[src/rtl/osd_spi_master.sv]
// SPI transmitter for the OSD command port: one command byte, then an optional
// 256-byte line payload, MSB first, receiver sampling on the SCK rising edge.
module osd_spi_master #(
  parameter int CLK_DIV = 2,
  parameter int GAP     = 4
) (
  input  logic       clk_sys,
  input  logic       reset,
  input  logic       req_valid,
  output logic       req_ready,
  input  logic [1:0] req_op,
  input  logic [2:0] req_line,
  input  logic       dat_valid,
  output logic       dat_ready,
  input  logic [7:0] dat_byte,
  output logic       busy,
  output logic       SPI_SCK,
  output logic       SPI_SS3,
  output logic       SPI_DO,
  output logic [2:0] dbg_state
);

  // Handshakes: a request transfers on a clk_sys edge where req_valid && req_ready;
  // a payload byte transfers on an edge where dat_valid is high while the shifter
  // needs a byte, and dat_ready pulses for one cycle right after that edge.

  typedef enum logic [2:0] {
    ST_IDLE     = 3'd0,
    ST_LOAD     = 3'd1,
    ST_SHIFT_LO = 3'd2,
    ST_SHIFT_HI = 3'd3,
    ST_GAP      = 3'd4
  } state_t;

  localparam logic [7:0] DIV_LD = 8'(CLK_DIV - 1);
  // Two cycles of the high time are covered by the tail edge and the IDLE cycle.
  localparam logic [7:0] GAP_LD = 8'((GAP >= 2) ? (GAP - 2) : 0);

  state_t      state_q, state_d;
  logic [7:0]  div_q, div_d;
  logic [2:0]  bit_q, bit_d;
  logic [8:0]  pay_q, pay_d;
  logic [7:0]  sh_q, sh_d;
  logic        tail_q, tail_d;
  logic [7:0]  gap_q, gap_d;
  logic        sck_q, sck_d;
  logic        ss3_q, ss3_d;
  logic        do_q, do_d;
  logic        dat_ready_q, dat_ready_d;
  logic        busy_q, busy_d;
  logic [7:0]  cmd;
  logic        take;

  always_comb begin
    cmd = 8'h40;
    case (req_op)
      2'd0:    cmd = 8'h40;
      2'd1:    cmd = 8'h41;
      default: cmd = {5'b00100, req_line};
    endcase
  end

  always_comb begin
    state_d     = state_q;
    div_d       = div_q;
    bit_d       = bit_q;
    pay_d       = pay_q;
    sh_d        = sh_q;
    tail_d      = tail_q;
    gap_d       = gap_q;
    sck_d       = sck_q;
    ss3_d       = ss3_q;
    do_d        = do_q;
    dat_ready_d = 1'b0;
    busy_d      = busy_q;
    take        = 1'b0;

    case (state_q)
      ST_IDLE: begin
        if (req_valid && req_op != 2'd3) begin
          sh_d    = cmd;
          do_d    = cmd[7];
          ss3_d   = 1'b0;
          bit_d   = 3'd7;
          div_d   = DIV_LD;
          pay_d   = (req_op == 2'd2) ? 9'd256 : 9'd0;
          tail_d  = 1'b0;
          busy_d  = 1'b1;
          state_d = ST_SHIFT_LO;
        end
      end
      ST_LOAD: begin
        if (dat_valid) take = 1'b1;
      end
      ST_SHIFT_LO: begin
        if (div_q == 8'd0) begin
          if (tail_q) begin
            ss3_d = 1'b1;
            gap_d = GAP_LD;
            if (GAP <= 1) begin
              busy_d  = 1'b0;
              state_d = ST_IDLE;
            end else begin
              state_d = ST_GAP;
            end
          end else begin
            sck_d   = 1'b1;
            div_d   = DIV_LD;
            state_d = ST_SHIFT_HI;
          end
        end else begin
          div_d = div_q - 8'd1;
        end
      end
      ST_SHIFT_HI: begin
        if (div_q == 8'd0) begin
          sck_d = 1'b0;
          div_d = DIV_LD;
          if (bit_q != 3'd0) begin
            sh_d    = {sh_q[6:0], 1'b0};
            do_d    = sh_q[6];
            bit_d   = bit_q - 3'd1;
            state_d = ST_SHIFT_LO;
          end else if (pay_q != 9'd0) begin
            if (dat_valid) take = 1'b1;
            else           state_d = ST_LOAD;
          end else begin
            tail_d  = 1'b1;
            state_d = ST_SHIFT_LO;
          end
        end else begin
          div_d = div_q - 8'd1;
        end
      end
      ST_GAP: begin
        if (gap_q == 8'd0) begin
          busy_d  = 1'b0;
          state_d = ST_IDLE;
        end else begin
          gap_d = gap_q - 8'd1;
        end
      end
      default: state_d = ST_IDLE;
    endcase

    // Payload load is shared by the no-stall path and the LOAD wait state.
    if (take) begin
      sh_d        = dat_byte;
      do_d        = dat_byte[7];
      bit_d       = 3'd7;
      pay_d       = pay_q - 9'd1;
      div_d       = DIV_LD;
      dat_ready_d = 1'b1;
      state_d     = ST_SHIFT_LO;
    end
  end

  always_ff @(posedge clk_sys or posedge reset) begin
    if (reset) begin
      state_q     <= ST_IDLE;
      div_q       <= 8'd0;
      bit_q       <= 3'd0;
      pay_q       <= 9'd0;
      sh_q        <= 8'd0;
      tail_q      <= 1'b0;
      gap_q       <= 8'd0;
      sck_q       <= 1'b0;
      ss3_q       <= 1'b1;
      do_q        <= 1'b0;
      dat_ready_q <= 1'b0;
      busy_q      <= 1'b0;
    end else begin
      state_q     <= state_d;
      div_q       <= div_d;
      bit_q       <= bit_d;
      pay_q       <= pay_d;
      sh_q        <= sh_d;
      tail_q      <= tail_d;
      gap_q       <= gap_d;
      sck_q       <= sck_d;
      ss3_q       <= ss3_d;
      do_q        <= do_d;
      dat_ready_q <= dat_ready_d;
      busy_q      <= busy_d;
    end
  end

  assign req_ready = (state_q == ST_IDLE);
  assign dat_ready = dat_ready_q;
  assign busy      = busy_q;
  assign SPI_SCK   = sck_q;
  assign SPI_SS3   = ss3_q;
  assign SPI_DO    = do_q;
  assign dbg_state = state_q;

endmodule

[config.mk]
export PLATFORM = sky130hd
export DESIGN_NAME = osd_spi_master
export DESIGN_NICKNAME = d
export VERILOG_FILES = /design/src/rtl/osd_spi_master.sv
export SDC_FILE = /design/constraint.sdc
export NUM_CORES = 1
export LEC_CHECK = 0
export CAP_MARGIN = 20
export CORE_UTILIZATION = 59
export CTS_BUF_LIST = sky130_fd_sc_hd__clkbuf_4
export CTS_CLUSTER_SIZE = 40
export DETAILED_ROUTE_END_ITERATION = 10
export GPL_TIMING_DRIVEN = 0
export HOLD_SLACK_MARGIN = 0.06
export PLACE_DENSITY = 0.82
export RECOVER_POWER = 25
export REMOVE_ABC_BUFFERS = 1
export SLEW_MARGIN = 30
export SYNTH_ARGS = -nofsm -noshare
export SYNTH_HDL_FRONTEND = slang
export SYNTH_SLANG_ARGS = --single-unit
[constraint.sdc]
create_clock -name clk_sys -period 2.6 [get_ports clk_sys]
set_input_delay 0.26 -clock clk_sys [delete_from_list [all_inputs] [get_ports clk_sys]]
set_output_delay 0.26 -clock clk_sys [all_outputs]
set_load 0.05 [all_outputs]
==> results of run 1 <==
[critical path, stage by stage (launching register included)]
cell and delay [ns]:
dfrtp_1 0.41, inv_1 0.10, ha_2 0.22, nor4b_4 0.28, nand2_2 0.14, o41a_4 0.55, inv_8 0.13, o21a_4 0.22
mux2_2 0.34
[layout make-up]
cell class	instances	area (um^2)	share of cell area [%]
flip-flops and latches	44	1100	37.2
repair buffers	33	333	11.2
well taps	50	62.6	2.11
clock inverters	3	37.5	1.27
inverters	14	60.1	2.03
multi-input cells	196	1330	44.9
clock buffers	5	37.5	1.27
[routing by layer]
layer,up-vias,GRT usage (%)
met5,-,0
met4,0,10.1
met3,7,4.56
met2,66,47.0
met1,1067,34.7
li1,1053,-
[how the worst max path moves through the flow]
stage                     depth (start not counted)                     start                    to  slack (ns)
after floorplan                                   4  dbg_state[0]$_DFFE_PP0P_  bit_q[1]$_DFFE_PP0P_       -0.56
after global placement                            8      div_q[0]$_DFFE_PP0P_  bit_q[1]$_DFFE_PP0P_       -0.27
after detailed placement                          8      div_q[0]$_DFFE_PP0P_  bit_q[1]$_DFFE_PP0P_       -0.33
after CTS                                         8      div_q[0]$_DFFE_PP0P_  bit_q[1]$_DFFE_PP0P_        0.01
after global routing                              8      div_q[0]$_DFFE_PP0P_  bit_q[1]$_DFFE_PP0P_       -0.04
final                                             8      div_q[0]$_DFFE_PP0P_  bit_q[1]$_DFFE_PP0P_        0.09
[kinds of logic (layout without fill, tap and decap cells)]
group           after synthesis  count (layout)  share of synthesized area (%)
simple gates                 99              99                           22.2
compound gates               84              84                           23.7
flops                        44              44                           43.8
buf+inv                      26              55                           4.37
fa+ha+maj                     6               6                           2.98
mux                           5               5                           2.24
xor+xnor                      2               2                          0.696
[placed cells by master, fill, tap and decap left out, drive strengths merged, types with 2 or more instances in the layout]
cell and count:
inv 14, clkdlybuf4s50 23, a21oi 21, or3 8, or4 3, o221a 4, o41ai 2, ha 6
and2 3, a2bb2oi 3, o21ai 17, mux2 2, a22o 3, o41a 2, nand3b 4, nand2b 7
o31ai 3, nand3 13, o21a 5, nor3 10, o311ai 2, clkinv 2, nor4 4, nor2 13
nand2 22, o211a 3, dfrtp 43, or4b 2, a31oi 11, buf 8, mux2i 3, clkbuf 5
or2 2
[flip-flops by register name, summed over array words and instances (netlist names)]
| name | flops |
|---|---|
| div_q | 8 |
| busy | 1 |
| pay_q | 9 |
| sh_q | 7 |
| SPI_DO | 1 |
| SPI_SCK | 1 |
| SPI_SS3 | 1 |
| gap_q | 8 |
| dat_ready | 1 |
| bit_q | 3 |
| tail_q | 1 |
| dbg_state | 3 |
[where the power goes]
| part | switching, mW | internal, mW | leakage, nW |
|---|---|---|---|
| combinational | 0.713 | 0.587 | 0.729 |
| sequential | 0.256 | 0.902 | 0.540 |
| clock | 0.229 | 0.196 | 0.0403 |
[repair_timing]
action                     in CTS  in global routing
cloned                          0                  0
setup endpoints to repair      15                 13
pin swaps                       1                  1
setup buffers                   1                  6
resized for setup               6                  4
hold endpoints to repair        0                  0
==> results.md, run 1 <==
- Status: finished clean
- Placed Area: between 0.002 and 0.003 mm^2
- Synth area leader: dfrtp_1
- Vias: 2193
- First-pass GRT wire length: 9280 um
- Hold Path End: pay_q[0]$_DFFE_PP0P_
- RSZ-0062 raised after global routing: yes
- Starting Density: between 60% and 70%
- DIE WIDTH: 67.3 um
- Worst-path fanout max: 18
- N_diodes: 0
- Area Growth Syn to Fin: 17.7%
- Hold/Removal Path Class: reg2reg
- Placed Cells: 330
- R2r setup slk: between 0.09 and 0.1 ns
- Sink Count: 44
- Die area: 0.00453 mm^2
- Post-route minimum period: 2.51 ns
- Final Instance Count excl. Fillers: 345
- Global-route usage over all layers: 27.5%
- I/O pin cnt: 26
- Worst R2R Path Depth: 8
- Mapped Cells: 266
- Drt wl/cell: 16.8 um
- DP HPWL: about 4000 um
- Worst EP required: 2.87 ns
- Main synth FF type: dfrtp_1
- Final instance area: 0.00296 mm^2
- Number of buffers on the longest clock path: 2
- CTS root buf: clkbuf_4
- Hold Slack: 0.529 ns
- Die height: ~67 um
- Num rows: 23
- Slew Viols, Final: 0
- Core area: 0.00406 mm^2
- Number of enable flip-flop cells after synthesis: 0
- Routed wl met3: 307 um
- Final ANT Viol Nets: 0
- Final hold viol count: 0
- Remaining DRCs: 0
- Startpoint types: flip-flop
- # fillers: 301
- Final Util: between 70% and 80%
- Crit path kind: reg2reg
- Leakage power: about 1.3 nW
- Vias in the first global route: 2052
- Worst-skew pair later-pin latency: 0.37 ns
- Top post-synthesis cells by area: dfrtp_1, a21oi_1, nand2_1
- CTS Hold Bufs: 0
- Sequential area share after synthesis: 43.8%
- Initial antenna violation count: 0
- Post-synth top area share: 42.7%
- Worst R2R Start: div_q[0]$_DFFE_PP0P_
- Pwr/cell area: 973 mW/mm^2
- Routability cong.: about 0.8
- Inserted Clock Buffers: 5
- Fmax achieved: 399 MHz
- Top post-synthesis cells by count: dfrtp_1, nand2_1, a21oi_1
- Reg2Reg Capture Point: bit_q[1]$_DFFE_PP0P_
- Syn_area_per_cell: 9.46 um^2
- Max Clock Skew: between 0.008 and 0.009 ns
- Crit end category: flip-flop
- Relative slew slack: between 20% and 30%
- CTS HTree Levels: 2
- Post-place setup slack: -0.330 ns
- Setup-failing EPs final: 0
- Clock transition at path regs: 0.12 ns
- Period utilization: 96.5%
- Wl on met1: 2500 um
- Pin count of the biggest net entering global routing: 27
- Initial DRC count: 302
- Total of max-cap violations: 0
- TritonCTS clock tree: yes
- Layout cells sized above 1: 12.2%
- IO buf count: 25
- Fin nets: 317
- Arrival @ worst endpoint: around 2.8 ns
- GRT overflow: 0
- Yosys cell types: 61
- Setup WS post-layout: 0.0910 ns
- Worst Hold Depth: 1
- Max Used Layer: met4
- Vias per inst: 6.36
- Cell with the most instances after synthesis: dfrtp_1
- Synth Cell Area: 0.00252 mm^2
- Max IR drop VDD: 0.602 mV
- FFs w/ async S/R, synth: 100%
- Setup TNS: 0 ns
- DRT Pass-1 Iters: 4
- HP Start: pay_q[0]$_DFFE_PP0P_
- Design Power: approximately 2.9 mW
- Synthesized flop and latch total: 44
- WL final: ~5800 um
- Synthesis warning total: 0
- Met2 WL post-DR: 2940 um
- Tightest Pin Transition: 1.07 ns
No activity file was read; power rests on OpenSTA's default activity.
==> run 2, diff against run 1 <==
--- a/config.mk
+++ b/config.mk
@@ -11,7 +11,6 @@
 export CTS_CLUSTER_SIZE = 40
 export DETAILED_ROUTE_END_ITERATION = 10
 export GPL_TIMING_DRIVEN = 0
-export HOLD_SLACK_MARGIN = 0.06
 export PLACE_DENSITY = 0.82
 export RECOVER_POWER = 25
 export REMOVE_ABC_BUFFERS = 1
==> constraint.sdc (replaced) <==
create_clock -name clk_sys -period 2.6 [get_ports clk_sys]
set_input_delay 0.26 -clock clk_sys [delete_from_list [all_inputs] [get_ports clk_sys]]
set_output_delay 0.26 -clock clk_sys [all_outputs]
set_load 0.1 [all_outputs]
==> results.md, run 2 (synthesized netlist as in run 1, its figures left out) <==
- Final instance area: 0.00296 mm^2
- Vias: 2197
- Largest Register: pay_q
- Num rows: 23
- Worst-skew pair later-pin latency: between 0.3 and 0.4 ns
- Max FFs per register: 9
- N_diodes: 0
- Fin nets: 317
- Slew Viols, Final: 0
- Total of max-cap violations: 0
- Initial DRC count: 260
- DIE WIDTH: 67.3 um
- Worst EP required: ~2.9 ns
- Starting Density: between 60 and 70%
- CTS root buf: clkbuf_4
- Setup-failing EPs final: 0
- GRT overflow: 0
- Tightest Pin Transition: 1.07 ns
- I/O pin cnt: 26
- DRT Pass-1 Iters: 5
- Worst-path fanout max: 18
- Hold/Removal Path Class: reg2reg
- Crit path kind: reg2reg
- Layout cells sized above 1: 12.5%
- Status: finished clean
- Sequential cell area: 0.00110 mm^2
- Initial antenna violation count: 0
- Post-route minimum period: about 2.5 ns
- Routability cong.: between 0.8 and 0.9
- Die area: 0.00453 mm^2
- TritonCTS clock tree: yes
- Area Growth Syn to Fin: 17.4%
- # fillers: 303
- CTS HTree Levels: 2
- Biggest regs: pay_q: 9 flops, div_q: 8 flops, gap_q: 8 flops
- Pin count of the biggest net entering global routing: 27
- Area of the multi-input gates: between 0.001 and 0.0015 mm^2
- Final hold viol count: 0
- Max Clock Skew: ~0.0077 ns
- Fmax achieved: 399 MHz
- Remaining DRCs: 0
- DP HPWL: 3960 um
- Final ANT Viol Nets: 0
- Final Util: 72.8%
- Inserted Clock Buffers: 5
- Number of buffers on the longest clock path: 2
- Max IR drop VDD: approximately 0.63 mV
- Placed Area: 0.00280 mm^2
- Sink Count: 44
- Core area: 0.00406 mm^2
- Vias in the first global route: a little over 2000
- Commonest cells after routing, fill and taps aside: dfrtp_1, clkdlybuf4s50_1, nand2_1, a21oi_1, o21ai_0
- WL final: 5800 um
- Most common cell after layout, fill and taps aside: dfrtp_1
- Crit end category: flip-flop
- Clock transition at path regs: 0.12 ns
- Startpoint types: flip-flop
- Drt wl/cell: between 15 and 20 um
- IO buf count: 25
- Global-route usage over all layers: between 20% and 30%
- Die height: 67.3 um
- Arrival @ worst endpoint: 2.77 ns
- Leakage power: between 1 and 1.5 nW
- First-pass GRT wire length: between 9000 and 10000 um
- Pwr/cell area: 1020 mW/mm^2
- Relative slew slack: 28.4%
- Vias per inst: 6.37
- RSZ-0062 raised after global routing: yes
- Period utilization: a little over nine tenths
-- run 2: cell types whose count changed in the layout (fill, tap and decap cells not counted), sizes merged --
cell / previous run / this run
dlymetal6s2s: 1 / 0
clkbuf: 5 / 6
-- run 2: area by class of cell --
cell class	instances	share of cell area, %
Clock buffer	5	1.27
Tap cell	50	2.12
Clock inverter	3	1.27
Timing Repair Buffer	33	11.0
Sequential cell	44	37.3
Inverter	14	2.03
Multi-Input combinational cell	196	45.0
-- run 2: final timing paths --
check | start | endpoint | slack (ns) | depth (start not counted)
worst max-delay path | div_q[0]$_DFFE_PP0P_ | bit_q[1]$_DFFE_PP0P_ | 0.1 | 8
worst min-delay path | pay_q[0]$_DFFE_PP0P_ | pay_q[0]$_DFFE_PP0P_ | 0.53 | 1
worst max register to register | div_q[0]$_DFFE_PP0P_ | bit_q[1]$_DFFE_PP0P_ | 0.1 | 8
worst min register to register | pay_q[0]$_DFFE_PP0P_ | pay_q[0]$_DFFE_PP0P_ | 0.53 | 1
max in group asynchronous | reset | sh_q[2]$_DFFE_PP0P_ | 1.37 | 3
min in group asynchronous | reset | gap_q[2]$_DFFE_PP0P_ | 0.58 | 2
-- run 2: routing by layer --
| layer | wire [um] | share of wire [%] | track usage [%] |
|---|---|---|---|
| met5 | 0 | 0 | 0 |
| met4 | 65 | 1.1 | 10.1 |
| met3 | 285 | 4.9 | 4.56 |
| met2 | 2920 | 50 | 47.0 |
| met1 | 2530 | 44 | 34.7 |
-- run 2: report_power, final --
| part | internal (mW) | total (mW) | switching [mW] | leakage, nW |
|---|---|---|---|---|
| Clock | 0.196 | 0.424 | 0.227 | 0.0403 |
| Sequential | 0.902 | 1.16 | 0.256 | 0.540 |
| Combinational | 0.583 | 1.42 | 0.837 | 0.713 |
| Total | 1.68 | 3.00 | 1.32 | 1.29 |
-- run 2: critical path, cell delays in order (launching register included) --
cell and delay (ns):
dfrtp_1 0.41, inv_1 0.10, ha_2 0.22, nor4b_4 0.28
nand2_2 0.14, o41a_4 0.55, inv_8 0.13, o21a_4 0.22
mux2_2 0.34
-- run 2: stage by stage --
| step | power (mW) | std cells | TNS, ns | setup WS (ns) | hold slack [ns] |
|---|---|---|---|---|---|
| 2_1_floorplan | 2.18 | 254 | -40.02 | -1.89 | 0.397 |
| 3_5_place_dp | 2.52 | 330 | -1.83 | -0.330 | 0.497 |
| 4_1_cts | 2.97 | 339 | 0 | 0.0139 | 0.275 |
| 5_1_grt | 3.21 | 345 | -0.0420 | -0.0408 | 0.545 |
| 6_report | 3.00 | 345 | 0 | 0.0958 | 0.529 |
| 3_3_place_gp | 2.46 | 329 | -0.977 | -0.274 | 0.490 |
-- run 2: timing repair --
action / 4_1_cts / 5_1_grt
cloned: 0 / 0
resized for setup: 7 / 6
endpoints found under the setup margin: 16 / 13
setup buffers: 1 / 6
hold buffers: 0 / 0
pin swaps: 1 / 1
